[src/rtl/ysyx_23060062_pkg.sv]
// rtl/ysyx_23060062_pkg.sv - shared types and constants for the IFU prefetch slice
package ysyx_23060062_pkg;

  localparam int          DEFAULT_XLEN     = 32;
  localparam logic [31:0] DEFAULT_RESET_PC = 32'h8000_0000;
  localparam int          ILEN             = 32;

  typedef enum logic [1:0] {
    ST_REQ     = 2'd0,
    ST_WAIT    = 2'd1,
    ST_DISCARD = 2'd2
  } fetch_state_e;

endpackage

[src/rtl/ysyx_23060062_ifu_prefetch_if.sv]
// rtl/ysyx_23060062_ifu_prefetch_if.sv - memory fetch port and decode-side instruction port
interface ysyx_23060062_ifu_prefetch_if
  import ysyx_23060062_pkg::*;
#(
  parameter int XLEN = DEFAULT_XLEN
) ();
  logic             mem_read;
  logic [XLEN-1:0]  mem_addr;
  logic             mem_ready;
  logic             mem_rvalid;
  logic [ILEN-1:0]  mem_rdata;
  logic             redirect;
  logic [XLEN-1:0]  redirect_pc;
  logic             inst_valid;
  logic [ILEN-1:0]  inst;
  logic [XLEN-1:0]  inst_pc;
  logic             inst_ready;

  modport master (
    output mem_read, mem_addr, inst_valid, inst, inst_pc,
    input  mem_ready, mem_rvalid, mem_rdata, redirect, redirect_pc, inst_ready
  );

  modport slave (
    input  mem_read, mem_addr, inst_valid, inst, inst_pc,
    output mem_ready, mem_rvalid, mem_rdata, redirect, redirect_pc, inst_ready
  );
endinterface

[src/rtl/ysyx_23060062_ifu_fifo.sv]
// rtl/ysyx_23060062_ifu_fifo.sv - prefetch buffer; flush wins over push and pop
module ysyx_23060062_ifu_fifo #(
  parameter int WIDTH = 64,
  parameter int DEPTH = 4
) (
  input  logic                   clk,
  input  logic                   rst,
  input  logic                   i_push,
  input  logic [WIDTH-1:0]       i_data,
  input  logic                   i_pop,
  input  logic                   i_flush,
  output logic [WIDTH-1:0]       o_head,
  output logic [$clog2(DEPTH):0] o_count
);
  localparam int AW = $clog2(DEPTH);
  localparam int CW = AW + 1;

  logic [WIDTH-1:0] r_mem [DEPTH];
  logic [AW-1:0]    r_head;
  logic [AW-1:0]    r_tail;
  logic [CW-1:0]    r_count;

  // Pointers wrap naturally because DEPTH is a power of two.
  always_ff @(posedge clk) begin
    if (rst || i_flush) begin
      r_head  <= '0;
      r_tail  <= '0;
      r_count <= '0;
    end else begin
      if (i_push) r_tail <= r_tail + AW'(1);
      if (i_pop)  r_head <= r_head + AW'(1);
      case ({i_push, i_pop})
        2'b10:   r_count <= r_count + CW'(1);
        2'b01:   r_count <= r_count - CW'(1);
        default: r_count <= r_count;
      endcase
    end
  end

  always_ff @(posedge clk) begin
    if (i_push && !i_flush) r_mem[r_tail] <= i_data;
  end

  assign o_head  = r_mem[r_head];
  assign o_count = r_count;

endmodule

[src/rtl/ysyx_23060062_ifu_prefetch.sv]
// rtl/ysyx_23060062_ifu_prefetch.sv - single-outstanding instruction prefetcher with redirect flush
module ysyx_23060062_ifu_prefetch
  import ysyx_23060062_pkg::*;
#(
  parameter int              XLEN     = DEFAULT_XLEN,
  parameter int              DEPTH    = 4,
  parameter logic [XLEN-1:0] RESET_PC = XLEN'(DEFAULT_RESET_PC)
) (
  input logic                             clk,
  input logic                             rst,
  ysyx_23060062_ifu_prefetch_if.master    bus
);
  localparam int            CW   = $clog2(DEPTH) + 1;
  localparam logic [CW-1:0] FULL = CW'(DEPTH);

  fetch_state_e          r_state;
  logic [XLEN-1:0]       r_fetch_pc;

  logic                  w_mem_read;
  logic                  w_accept;
  logic                  w_push;
  logic                  w_pop;
  logic                  w_inst_valid;
  logic [CW-1:0]         w_count;
  logic [XLEN+ILEN-1:0]  w_head;
  logic [XLEN-1:0]       w_req_pc;
  logic [XLEN-1:0]       w_redirect_pc;

  // Outputs held low through reset; otherwise driven purely from registered state.
  assign w_mem_read    = !rst && (r_state == ST_REQ) && (w_count < FULL);
  assign w_accept      = w_mem_read && bus.mem_ready;
  assign w_inst_valid  = !rst && (w_count != '0);
  assign w_pop         = w_inst_valid && bus.inst_ready && !bus.redirect;
  assign w_push        = !rst && !bus.redirect && (r_state == ST_WAIT) && bus.mem_rvalid;
  // fetch_pc already advanced past the outstanding request.
  assign w_req_pc      = r_fetch_pc - XLEN'(4);
  assign w_redirect_pc = {bus.redirect_pc[XLEN-1:2], 2'b00};

  ysyx_23060062_ifu_fifo #(
    .WIDTH (XLEN + ILEN),
    .DEPTH (DEPTH)
  ) u_fifo (
    .clk     (clk),
    .rst     (rst),
    .i_push  (w_push),
    .i_data  ({w_req_pc, bus.mem_rdata}),
    .i_pop   (w_pop),
    .i_flush (bus.redirect),
    .o_head  (w_head),
    .o_count (w_count)
  );

  always_ff @(posedge clk) begin
    if (rst) begin
      r_state    <= ST_REQ;
      r_fetch_pc <= RESET_PC;
    end else if (bus.redirect) begin
      r_fetch_pc <= w_redirect_pc;
      case (r_state)
        ST_REQ:  r_state <= w_accept ? ST_DISCARD : ST_REQ;
        default: r_state <= bus.mem_rvalid ? ST_REQ : ST_DISCARD;
      endcase
    end else begin
      case (r_state)
        ST_REQ: begin
          if (w_accept) begin
            r_fetch_pc <= r_fetch_pc + XLEN'(4);
            r_state    <= ST_WAIT;
          end
        end
        ST_WAIT, ST_DISCARD: begin
          if (bus.mem_rvalid) r_state <= ST_REQ;
        end
        default: r_state <= ST_REQ;
      endcase
    end
  end

  assign bus.mem_read   = w_mem_read;
  assign bus.mem_addr   = r_fetch_pc;
  assign bus.inst_valid = w_inst_valid;
  assign bus.inst       = w_head[ILEN-1:0];
  assign bus.inst_pc    = w_head[XLEN+ILEN-1:ILEN];

endmodule

[src/flat_wrapper.sv]
// flat-port wrapper written by rule: the top's interface ports become plain ports
module ysyx_23060062_ifu_prefetch_flat import ysyx_23060062_pkg::*;
#(
  parameter int              XLEN     = DEFAULT_XLEN,
  parameter int              DEPTH    = 4,
  parameter logic [XLEN-1:0] RESET_PC = XLEN'(DEFAULT_RESET_PC)
)
  (clk, rst, bus_mem_read, bus_mem_addr, bus_inst_valid, bus_inst, bus_inst_pc, bus_mem_ready, bus_mem_rvalid, bus_mem_rdata, bus_redirect, bus_redirect_pc, bus_inst_ready);
  ysyx_23060062_ifu_prefetch_if #(.XLEN(XLEN)) bus_i ();
  input logic clk;
  input logic rst;
  output wire logic [$bits(bus_i.mem_read)-1:0] bus_mem_read;
  output wire logic [$bits(bus_i.mem_addr)-1:0] bus_mem_addr;
  output wire logic [$bits(bus_i.inst_valid)-1:0] bus_inst_valid;
  output wire logic [$bits(bus_i.inst)-1:0] bus_inst;
  output wire logic [$bits(bus_i.inst_pc)-1:0] bus_inst_pc;
  input wire logic [$bits(bus_i.mem_ready)-1:0] bus_mem_ready;
  input wire logic [$bits(bus_i.mem_rvalid)-1:0] bus_mem_rvalid;
  input wire logic [$bits(bus_i.mem_rdata)-1:0] bus_mem_rdata;
  input wire logic [$bits(bus_i.redirect)-1:0] bus_redirect;
  input wire logic [$bits(bus_i.redirect_pc)-1:0] bus_redirect_pc;
  input wire logic [$bits(bus_i.inst_ready)-1:0] bus_inst_ready;
  assign bus_mem_read = bus_i.mem_read;
  assign bus_mem_addr = bus_i.mem_addr;
  assign bus_inst_valid = bus_i.inst_valid;
  assign bus_inst = bus_i.inst;
  assign bus_inst_pc = bus_i.inst_pc;
  assign bus_i.mem_ready = bus_mem_ready;
  assign bus_i.mem_rvalid = bus_mem_rvalid;
  assign bus_i.mem_rdata = bus_mem_rdata;
  assign bus_i.redirect = bus_redirect;
  assign bus_i.redirect_pc = bus_redirect_pc;
  assign bus_i.inst_ready = bus_inst_ready;
  ysyx_23060062_ifu_prefetch #(.XLEN(XLEN), .DEPTH(DEPTH), .RESET_PC(RESET_PC)) u_core (.clk(clk), .rst(rst), .bus(bus_i));
endmodule
[config.mk]
export PLATFORM = sky130hd
export DESIGN_NAME = ysyx_23060062_ifu_prefetch_flat
export DESIGN_NICKNAME = d
export VERILOG_FILES = /design/src/rtl/ysyx_23060062_pkg.sv /design/src/rtl/ysyx_23060062_ifu_prefetch_if.sv /design/src/rtl/ysyx_23060062_ifu_fifo.sv /design/src/rtl/ysyx_23060062_ifu_prefetch.sv /design/src/flat_wrapper.sv
export SDC_FILE = /design/constraint.sdc
export NUM_CORES = 1
export LEC_CHECK = 0
export CELL_PAD_IN_SITES_DETAIL_PLACEMENT = 1
export CELL_PAD_IN_SITES_GLOBAL_PLACEMENT = 2
export CORE_UTILIZATION = 36
export DETAILED_ROUTE_END_ITERATION = 10
export PLACE_DENSITY = 0.76
export SYNTH_ARGS = -nofsm -noshare
export SYNTH_HDL_FRONTEND = slang
export SYNTH_SLANG_ARGS = --single-unit
[constraint.sdc]
create_clock -name clk -period 3.16 [get_ports clk]
set_clock_uncertainty 0.05 [all_clocks]
set_input_delay 0.316 -clock clk [delete_from_list [all_inputs] [get_ports clk]]
set_output_delay 0.316 -clock clk [all_outputs]
set_load 0.1 [all_outputs]
==> results of run 1 <==
-- routing by layer --
| metal | vias up | global-route usage | routed length (um) |
|---|---|---|---|
| met5 | - | 0 | 0 |
| met4 | 0 | 0.03570 | 397 |
| met3 | 33 | 0.03418 | 1619 |
| met2 | 173 | 0.2999 | 14100 |
| met1 | 3608 | 0.2242 | 12890 |
| li1 | 3270 | - | - |
-- worst max-delay path: cells and delay by family (launching register included) --
kind	cells	cell delay, ns
simple gates	3	1.64
xor+xnor	1	0.38
flops	1	0.39
-- logic make-up after synthesis --
kind of cell,Yosys count
AO/OA/AOI/OAI,66
XOR/XNOR,36
adder cells (fa/ha/maj),10
buffers and inverters,73
flip-flops,289
multiplexers,62
other,1
AND/OR/NAND/NOR,194
-- sequential cells by signal (all words and copies together) (netlist names), named ones only --
signal,cells
u_core.bus.mem_addr,30
u_core.r_state,2
u_core.u_fifo.o_count,3
u_core.u_fifo.r_head,2
u_core.u_fifo.r_mem,248
u_core.u_fifo.r_tail,2
-- report_power, final --
part / total, mW / internal [mW] / switching (mW) / leakage [nW]
combinational: 0.726 / 0.224 / 0.502 / 1.99
clock: 3.57 / 2.09 / 1.48 / 0.494
sequential: 4.26 / 4.20 / 0.0596 / 2.58
total: 8.55 / 6.52 / 2.04 / 5.06
-- how the worst max path moves through the flow --
stage	startpoint	to	slack, ns
4_1_cts	u_core.bus.mem_addr[2]	u_core.u_fifo.r_mem[0][63]	0.41
2_1_floorplan	bus_redirect	u_core.u_fifo.r_mem[0][0]	0.20
5_1_grt	u_core.r_state[0]	u_core.bus.mem_addr[18]	0.27
3_3_place_gp	bus_redirect	u_core.u_fifo.o_count[2]	0.36
3_5_place_dp	rst	u_core.bus.mem_addr[18]	0.32
6_report	u_core.bus.mem_addr[2]	u_core.u_fifo.r_mem[1][63]	0.46
-- cells in the final DEF (no fill, tap or decap), types with 5 or more instances in the layout --
cell,instances
o21ai_0,13
and3_1,9
mux4_2,62
nand4_1,9
nor2_1,39
nand2_1,26
clkdlybuf4s50_1,67
ha_1,9
nor3_1,10
buf_12,12
and4_1,8
inv_1,18
clkinv_2,9
buf_4,123
xor2_1,24
nor2b_1,7
clkbuf_16,31
nand3_1,17
nor4_2,5
a2111oi_0,5
nor4_1,13
or4_1,7
a211oi_1,9
a311oi_1,12
dfxtp_1,39
or3_1,16
edfxtp_1,248
a21oi_1,9
xnor2_1,12
-- final cells by class --
class                   instances  area (sq um)
repair buffers                202          1834
fillers                      3228         17490
clock buffers                  36         814.5
clock inverters                21         198.9
multi-input cells             372          3465
flip-flops and latches        289          8275
inverters                      18         67.56
well taps                     442         553.0
-- per-stage QoR --
step | std cells | power, mW
2_1_floorplan | 734 | 4.788
3_3_place_gp | 1323 | 5.055
3_5_place_dp | 1323 | 5.069
4_1_cts | 1380 | 8.661
5_1_grt | 1380 | 8.828
6_report | 1380 | 8.554
==> metrics.txt, run 1 <==
status=finished clean; Compound-Gate Fraction of Synth Area=0.03905; Yosys reg bits=289; clock sink count=289; utilization after layout=0.4651; period utilization=0.8550; port bufs=161; Num CTS Buffers=31; max incr delay on CP=around 0.73 ns; largest net degree at the start of global routing=38; slowest CP cell=or4b_1; hold path endpoint=u_core.bus.mem_addr[26]; dpl hpwl=19.60 mm; drt wl/cell=21.01 um; largest family of logic cells by synthesized area=multiplexers; post-synthesis sequential area ratio=0.6882; Setup-failing EPs final=0; vias in the first global route=7674; CP Capture Type=flop; vias=7084; share of layout cells above drive strength 1=0.2814; CP Cell Sequence=or4_4 -> or4b_1 -> nor4_2 -> xor2_1; CTS tree=built; R2R cell count=4; most common cell in the netlist=edfxtp_1; num rows=66; Slew Limit Fails=0; Mapped Area=between 0.01 and 0.015 sq mm; Routed WL=29.00 mm; hold_ws=0.2863 ns; Worst setup SP type=flop; ranking of synthesized cells by area=edfxtp_1, mux4_2, dfxtp_1; # H-tree levels=1; leak pwr=5.059 nW; post-layout min period=2.702 ns; max cap viols=0; Die Y=between 150 and 200 um; R2R Path Start=u_core.bus.mem_addr[2]; effective utilization at floorplan=0.3674; pre-CTS setup slack=0.3219 ns; # hold bufs at CTS=0; WP data arrival=2.96 ns; Starting DRT DRC Count=320; CTS clk-pin slew, worst paths=~0.06 ns; Layout Nets=994; predominant post-synthesis flop cell=edfxtp_1; drt pass-1 iters=7; post-synthesis mux area share=0.1162; Synth top area share=0.6199; GP Congestion=0.7720; Post-Synth Adder-Cell Area=0.01104; post-CTS setup buffer count=0; leading area contributor after synthesis=edfxtp_1; All-Layer GR Usage=0.1729; Setup TNS Final=0 ns; post-route ant nets=0; Reg2Reg Capture Point=u_core.u_fifo.r_mem[1][63]; Chip Width=184.7 um; antenna cells=0; Max rail drop VDD=0.3563 mV; Final Cell Area=0.01521 sq mm; final hold vios=0; hold path start=bus_redirect_pc[26]; fin worst setup slack=0.4582 ns; Post-synth EDFFs=248; Worst Tran Pin Value=0.7819 ns; DRC errors left=0; via density per instance=between 5 and 6; most frequent cells after synthesis=edfxtp_1, mux4_2, dfxtp_1; die footprint=0.03411 sq mm; Avg Cell Area, Syn=16.44 sq um; Clock Latency Late Sink=0.55 ns; HP Class=input pin to flop; RSZ-0062 raised after global routing=no; Area after DPL=between 0.01 and 0.015 sq mm; Slew HR=0.4739; initial antenna violation count=0; max frequency=370.1 MHz; simple-gate share of the synthesized area=0.09373; R2R Setup Slk=about 0.46 ns; CP required=approximately 3.4 ns; clock buffer depth=3; Post-Synthesis Cells=roughly 730; CP Class=flop to flop; CTS-repair resized insts=0; first-pass GRT wire length=44.63 mm; num ports=168; Root Buffer Master=clkbuf_16; cell depth of the worst min-delay path=3; power density cells=562.5 mW/mm^2; grt ovf=0; Synth Area in XOR/XNOR=0.02624; Synth Warn #=0; post-synthesis cell type count=between 50 and 60; highest fanout seen on the critical path=8; area grow syn2layout=26.59%; post-synthesis async set-or-reset flop share=0; core area=0.03270 sq mm
No activity file was read; power rests on OpenSTA's default activity.
==> run 2: changes to the inputs <==
--- a/config.mk
+++ b/config.mk
@@ -5,11 +5,10 @@
 export SDC_FILE = /design/constraint.sdc
 export NUM_CORES = 1
 export LEC_CHECK = 0
-export CELL_PAD_IN_SITES_DETAIL_PLACEMENT = 1
-export CELL_PAD_IN_SITES_GLOBAL_PLACEMENT = 2
-export CORE_UTILIZATION = 36
+export CORE_UTILIZATION = 40
 export DETAILED_ROUTE_END_ITERATION = 10
-export PLACE_DENSITY = 0.76
+export PLACE_DENSITY = 0.64
+export SLEW_MARGIN = 15
 export SYNTH_ARGS = -nofsm -noshare
 export SYNTH_HDL_FRONTEND = slang
 export SYNTH_SLANG_ARGS = --single-unit
==> run 2 against run 1 <==
  * Critical path depth decreased by 1
  * Register-to-register slack improved by 0.02 ns
  * Clock power decreased by 4%
  * Final area decreased by 0.78%
  * Maximum frequency decreased by 0.18%
  * Via count decreased by 0.37%
  * Critical path type is now flop to output pin
  * Largest cell class unchanged
  * Wire length decreased by 8.3%
  * First-iteration DRC count increased by 29%
  * Flip-flop and latch count unchanged
==> metrics.txt, run 2 (synthesis gave the netlist of run 1 again) <==
status=finished clean; CP Class=flop to output pin; num ports=168 (unchanged); RSZ-0062 raised after global routing=no; DRC errors left=0 (unchanged); Die Y=175.3 um (-5.1%); Starting DRT DRC Count=413 (+29%); post-route ant nets=0 (unchanged); CTS-repair resized insts=0 (unchanged); global routing's busiest layer=met2; Num CTS Buffers=30 (-3.2%); first-pass GRT wire length=41.39 mm (-7.3%); num rows=63 (-4.5%); Setup-failing EPs final=0 (unchanged); port bufs=161 (unchanged); GP Congestion=0.7780 (+0.78%); antenna cells=0 (unchanged); Root Buffer Master=clkbuf_16; final hold vios=0 (unchanged); Max rail drop VDD=0.3988 mV (+12%); hold_ws=0.2660 ns (-0.02029 ns); CP required=2.79 ns (-0.63 ns); CP top delay family=flip-flops; die footprint=0.03073 sq mm (-9.9%); max reg flops=248 (unchanged); CP Capture Type=output pin; grt met1 use=0.2401 (+0.01596); effective utilization at floorplan=0.4064 (+0.03905); Top cell by count, worst path=buf_4; largest net degree at the start of global routing=42 (+11%); CP Cell Sequence=buf_4 -> mux4_2 -> buf_4; post-layout min period=2.707 ns (+0.004900 ns); grt ovf=0 (unchanged); total power=8.379 mW (-2.0%); slowest CP cell=dfxtp_4; max incr delay on CP=0.64 ns (-0.09 ns); CTS clk-pin slew, worst paths=0.06 ns (about the same); area grow syn2layout=25.60%; share of layout cells above drive strength 1=0.2719 (-0.009595); Routed WL=26.58 mm (-8.3%); Worst Tran Pin Value=0.6904 ns (-0.09149 ns); max frequency=369.4 MHz (-0.18%); clock sink count=289 (unchanged); via density per instance=5.315 (+3.5%); GR Layer Usage met2=0.2862 (-0.01371); # H-tree levels=1 (unchanged); core area=0.02956 sq mm (-9.6%); Worst Path Buf+Inv=2 (+2); FILL cells=2483 (-23%); vias in the first global route=7231 (-5.8%); Chip Width=175.3 um (-5.1%); clock buffer depth=3 (unchanged); All-Layer GR Usage=0.1752 (+0.002328); WP data arrival=2.34 ns (-0.62 ns); Setup TNS Final=0 ns (unchanged); HP Class=input pin to flop; vias=7058 (-0.37%); # hold bufs at CTS=0 (unchanged); drt wl/cell=20.01 um (-4.8%); most common cell after layout, fill and taps aside=edfxtp_1; drt pass-1 iters=5 (-2); GR Util met3=0.03290 (-0.001283); highest fanout seen on the critical path=20 (+12); dpl hpwl=17.94 mm (-8.5%); Slew Limit Fails=0 (unchanged); Largest Register=u_core.u_fifo.r_mem; max cap viols=0 (unchanged); Slew HR=0.5355 (+0.06156); Layout Nets=994 (unchanged); CTS tree=built; Clock Latency Late Sink=0.55 ns (about the same); initial antenna violation count=0 (unchanged); leak pwr=5.033 nW (-0.51%); most frequent cells in the layout=edfxtp_1, buf_4, clkdlybuf4s50_1; power density cells=555.3 mW/mm^2 (-1.3%); Worst setup SP type=flop; period utilization=0.8566 (+0.001551); post-CTS setup buffer count=0 (unchanged)
==> run 2: metal layers <==
metal  routed length, um  vias up
met5                   0        -
met4                 557        0
met3                1502       37
met2               12780      226
met1               11740     3534
li1                    -     3261
==> run 2: report_power, final <==
part           switching, mW  total [mW]  internal, mW
Sequential            0.0719        4.27          4.20
Clock                   1.38        3.41          2.03
Combinational          0.479       0.699         0.220
Total                   1.93        8.38          6.45
==> run 2: worst reg2reg max path, cell delays in order, from the launching register on <==
cell	delay, ns
dfxtp_1	0.38
or4_4	0.61
or4b_1	0.73
nor4_2	0.31
xor2_1	0.37
==> run 2: metrics by stage <==
step,std cells,utilization,setup WS (ns),instance area [sq um]
final,1328,0.5105,0.4533,15090
after global routing,1328,0.5105,0.3076,15090
after CTS,1328,0.5105,0.3640,15090
after detailed placement,1272,0.4778,0.4889,14120
after global placement,1272,0.4778,0.4895,14120
after floorplan,734,-,0.2032,12030
==> run 2: final timing paths <==
check | from | endpoint | slack, ns | cells past startpoint
worst max register to register | u_core.bus.mem_addr[2] | u_core.u_fifo.r_mem[0][63] | 0.48 | 4
worst min-delay path | bus_redirect_pc[9] | u_core.bus.mem_addr[9] | 0.27 | 3
worst min register to register | u_core.u_fifo.r_tail[1] | u_core.u_fifo.r_tail[1] | 0.46 | 2
worst max-delay path | flop | bus_inst_pc[8] | 0.45 | 3
==> run 2: final cells by class <==
cell class                      instances  area [sq um]  area share
Sequential cell                       289          8275      0.5484
Inverter                               18         67.56    0.004478
Timing Repair Buffer                  203          1829      0.1212
Tap cell                              390         488.0     0.03234
Clock inverter                         10         102.6    0.006799
Multi-Input combinational cell        372          3465      0.2296
Clock buffer                           46         862.1     0.05713
==> run 3: changes to the inputs <==
--- a/config.mk
+++ b/config.mk
@@ -5,9 +5,10 @@
 export SDC_FILE = /design/constraint.sdc
 export NUM_CORES = 1
 export LEC_CHECK = 0
+export CORE_ASPECT_RATIO = 0.5
 export CORE_UTILIZATION = 40
 export DETAILED_ROUTE_END_ITERATION = 10
-export PLACE_DENSITY = 0.64
+export PLACE_DENSITY = 0.61
 export SLEW_MARGIN = 15
 export SYNTH_ARGS = -nofsm -noshare
 export SYNTH_HDL_FRONTEND = slang
==> constraint.sdc (replaced) <==
create_clock -name clk -period 2.9 [get_ports clk]
set_clock_uncertainty 0.05 [all_clocks]
set_input_delay 0.29 -clock clk [delete_from_list [all_inputs] [get_ports clk]]
set_output_delay 0.29 -clock clk [all_outputs]
set_load 0.1 [all_outputs]
==> run 3 against run 2 <==
  * Power is 7.6% higher
  * Critical path type is now flop to flop
  * The flow now finishes with violations (DRC)
  * Setup slack got worse by 0.17 ns
  * Count of clock-buffer cells in the layout down 14
  * Largest cell class unchanged
==> metrics.txt, run 3 (synthesis gave the netlist of run 1 again) <==
status=finished with violations; failing checks=DRC; most common cell after layout, fill and taps aside=edfxtp_1; Slew Limit Fails=0 (unchanged); # H-tree levels=1 (unchanged); Setup-failing EPs final=0 (unchanged); cell depth of the worst min-delay path=3 (unchanged); max reg flops=248 (unchanged); max frequency=382.7 MHz; Layout Nets=982 (-1.2%); largest net degree at the start of global routing=63 (+50%); Max rail drop VDD=0.4350 mV (+9.1%); All-Layer GR Usage=0.1783 (+0.003091); pre-CTS setup slack=0.07652 ns (-0.4123 ns); R2R Setup Slk=0.29 ns (-0.19 ns); num ports=168 (unchanged); Clock Latency Late Sink=0.54 ns (about the same); RSZ-0062 raised after global routing=no; fin worst setup slack=0.2870 ns (-0.1663 ns); highest fanout seen on the critical path=10 (-50%); first-pass GRT wire length=42.15 mm (+1.8%); antenna cells=0 (unchanged); die footprint=0.03077 sq mm (+0.14%); dpl hpwl=17.90 mm (-0.23%); period utilization=0.9010; num rows=44 (-30%); WP data arrival=2.88 ns (+0.54 ns); clock sink count=289 (unchanged); Setup TNS Final=0 ns (unchanged); R2R Path Start=u_core.bus.mem_addr[4]; post-CTS setup buffer count=0 (unchanged); Slew HR=0.6197 (+0.08422); vias in the first global route=7323 (+1.3%); CP Capture Type=flop; via density per instance=5.373 (+1.1%); Chip Width=247.1 um (+41%); drt wl/cell=20.59 um (+2.9%); drt pass-1 iters=8 (+3); CP Launch Point=u_core.bus.mem_addr[4]; CTS clk-pin slew, worst paths=0.07 ns (about the same); # hold bufs at CTS=0 (unchanged); Die Y=124.5 um (-29%); clock buffer depth=3 (unchanged); power density cells=594.1 mW/mm^2 (+7.0%); post-route ant nets=0 (unchanged); grt ovf=0 (unchanged); CTS tree=built; hold path start=bus_redirect_pc[22]; initial antenna violation count=0 (unchanged); Largest Register=u_core.u_fifo.r_mem; final hold vios=0 (unchanged); area grow syn2layout=26.26%; Routed WL=27.06 mm (+1.8%); vias=7060 (+0.028%); effective utilization at floorplan=0.4110 (+0.004540); hold path endpoint=u_core.bus.mem_addr[22]; Root Buffer Master=clkbuf_16; port bufs=161 (unchanged); core area=0.02923 sq mm (-1.1%); share of layout cells above drive strength 1=0.2676 (-0.004249); post-layout min period=~2.6 ns; Reg2Reg Capture Point=u_core.u_fifo.r_mem[3][59]; DRC errors left=8 (+8); most frequent cells in the layout=edfxtp_1, buf_4, clkdlybuf4s50_1; max cap viols=0 (unchanged); GP Congestion=0.8087 (+3.9%); Num CTS Buffers=27 (-10%); leak pwr=5.032 nW (about the same); CP required=3.17 ns (+0.38 ns); Worst setup SP type=flop; R2R cell count=4 (unchanged); CP Class=flop to flop; HP Class=input pin to flop; Worst Tran Pin Value=0.5693 ns (-0.1211 ns); CTS-repair resized insts=0 (unchanged); Starting DRT DRC Count=384 (-7.0%)
==> run 3: through the flow <==
step,instance area (sq um),power [mW],std cells,hold WS [ns],utilization
finish,15170,9.012,1314,0.2845,0.5189
global route,15170,9.310,1314,0.2909,0.5189
detailed placement,14270,5.496,1264,0.4436,0.4881
floorplan,12030,5.217,734,0.3389,-
CTS,15170,9.112,1314,0.2691,0.5189
global placement,14270,5.478,1264,0.4350,0.4881
==> run 3: where the power goes <==
part	switching (mW)	internal [mW]	total (mW)
registers	0.0834	4.57	4.66
logic	0.515	0.234	0.749
clock network	1.52	2.08	3.61
total	2.12	6.89	9.01
==> run 3: area by class of cell <==
type	count	area, sq um
repair buffers	194	1974
flip-flops and latches	289	8273
clock buffers	32	694.4
inverters	18	67.56
multi-input cells	372	3465
well taps	391	489.2
fillers	2420	14060
clock inverters	18	206.4
==> run 3: how the worst max path moves through the flow <==
stage                                  to
2_1_floorplan     u_core.bus.mem_addr[23]
3_3_place_gp      u_core.bus.mem_addr[18]
3_5_place_dp      u_core.bus.mem_addr[18]
4_1_cts                   bus_inst_pc[17]
5_1_grt        u_core.u_fifo.r_mem[3][59]
6_report       u_core.u_fifo.r_mem[3][59]
==> run 3: worst max-delay path, stage by stage, from the launching register on <==
cell and delay, ns:
dfxtp_1 0.42, or4_4 0.56, or4b_1 0.72, nor4_2 0.31, xor2_1 0.34
==> run 3: routing by layer <==
metal  routed length (um)  global-route usage  vias up  share of wire
met1                11750              0.2416     3630           0.43
met4                  354             0.03268        0          0.013
met5                    0                   0        -              0
li1                     -                   -     3239              -
met2                13690              0.3019      156           0.51
met3                 1259             0.03275       35          0.047
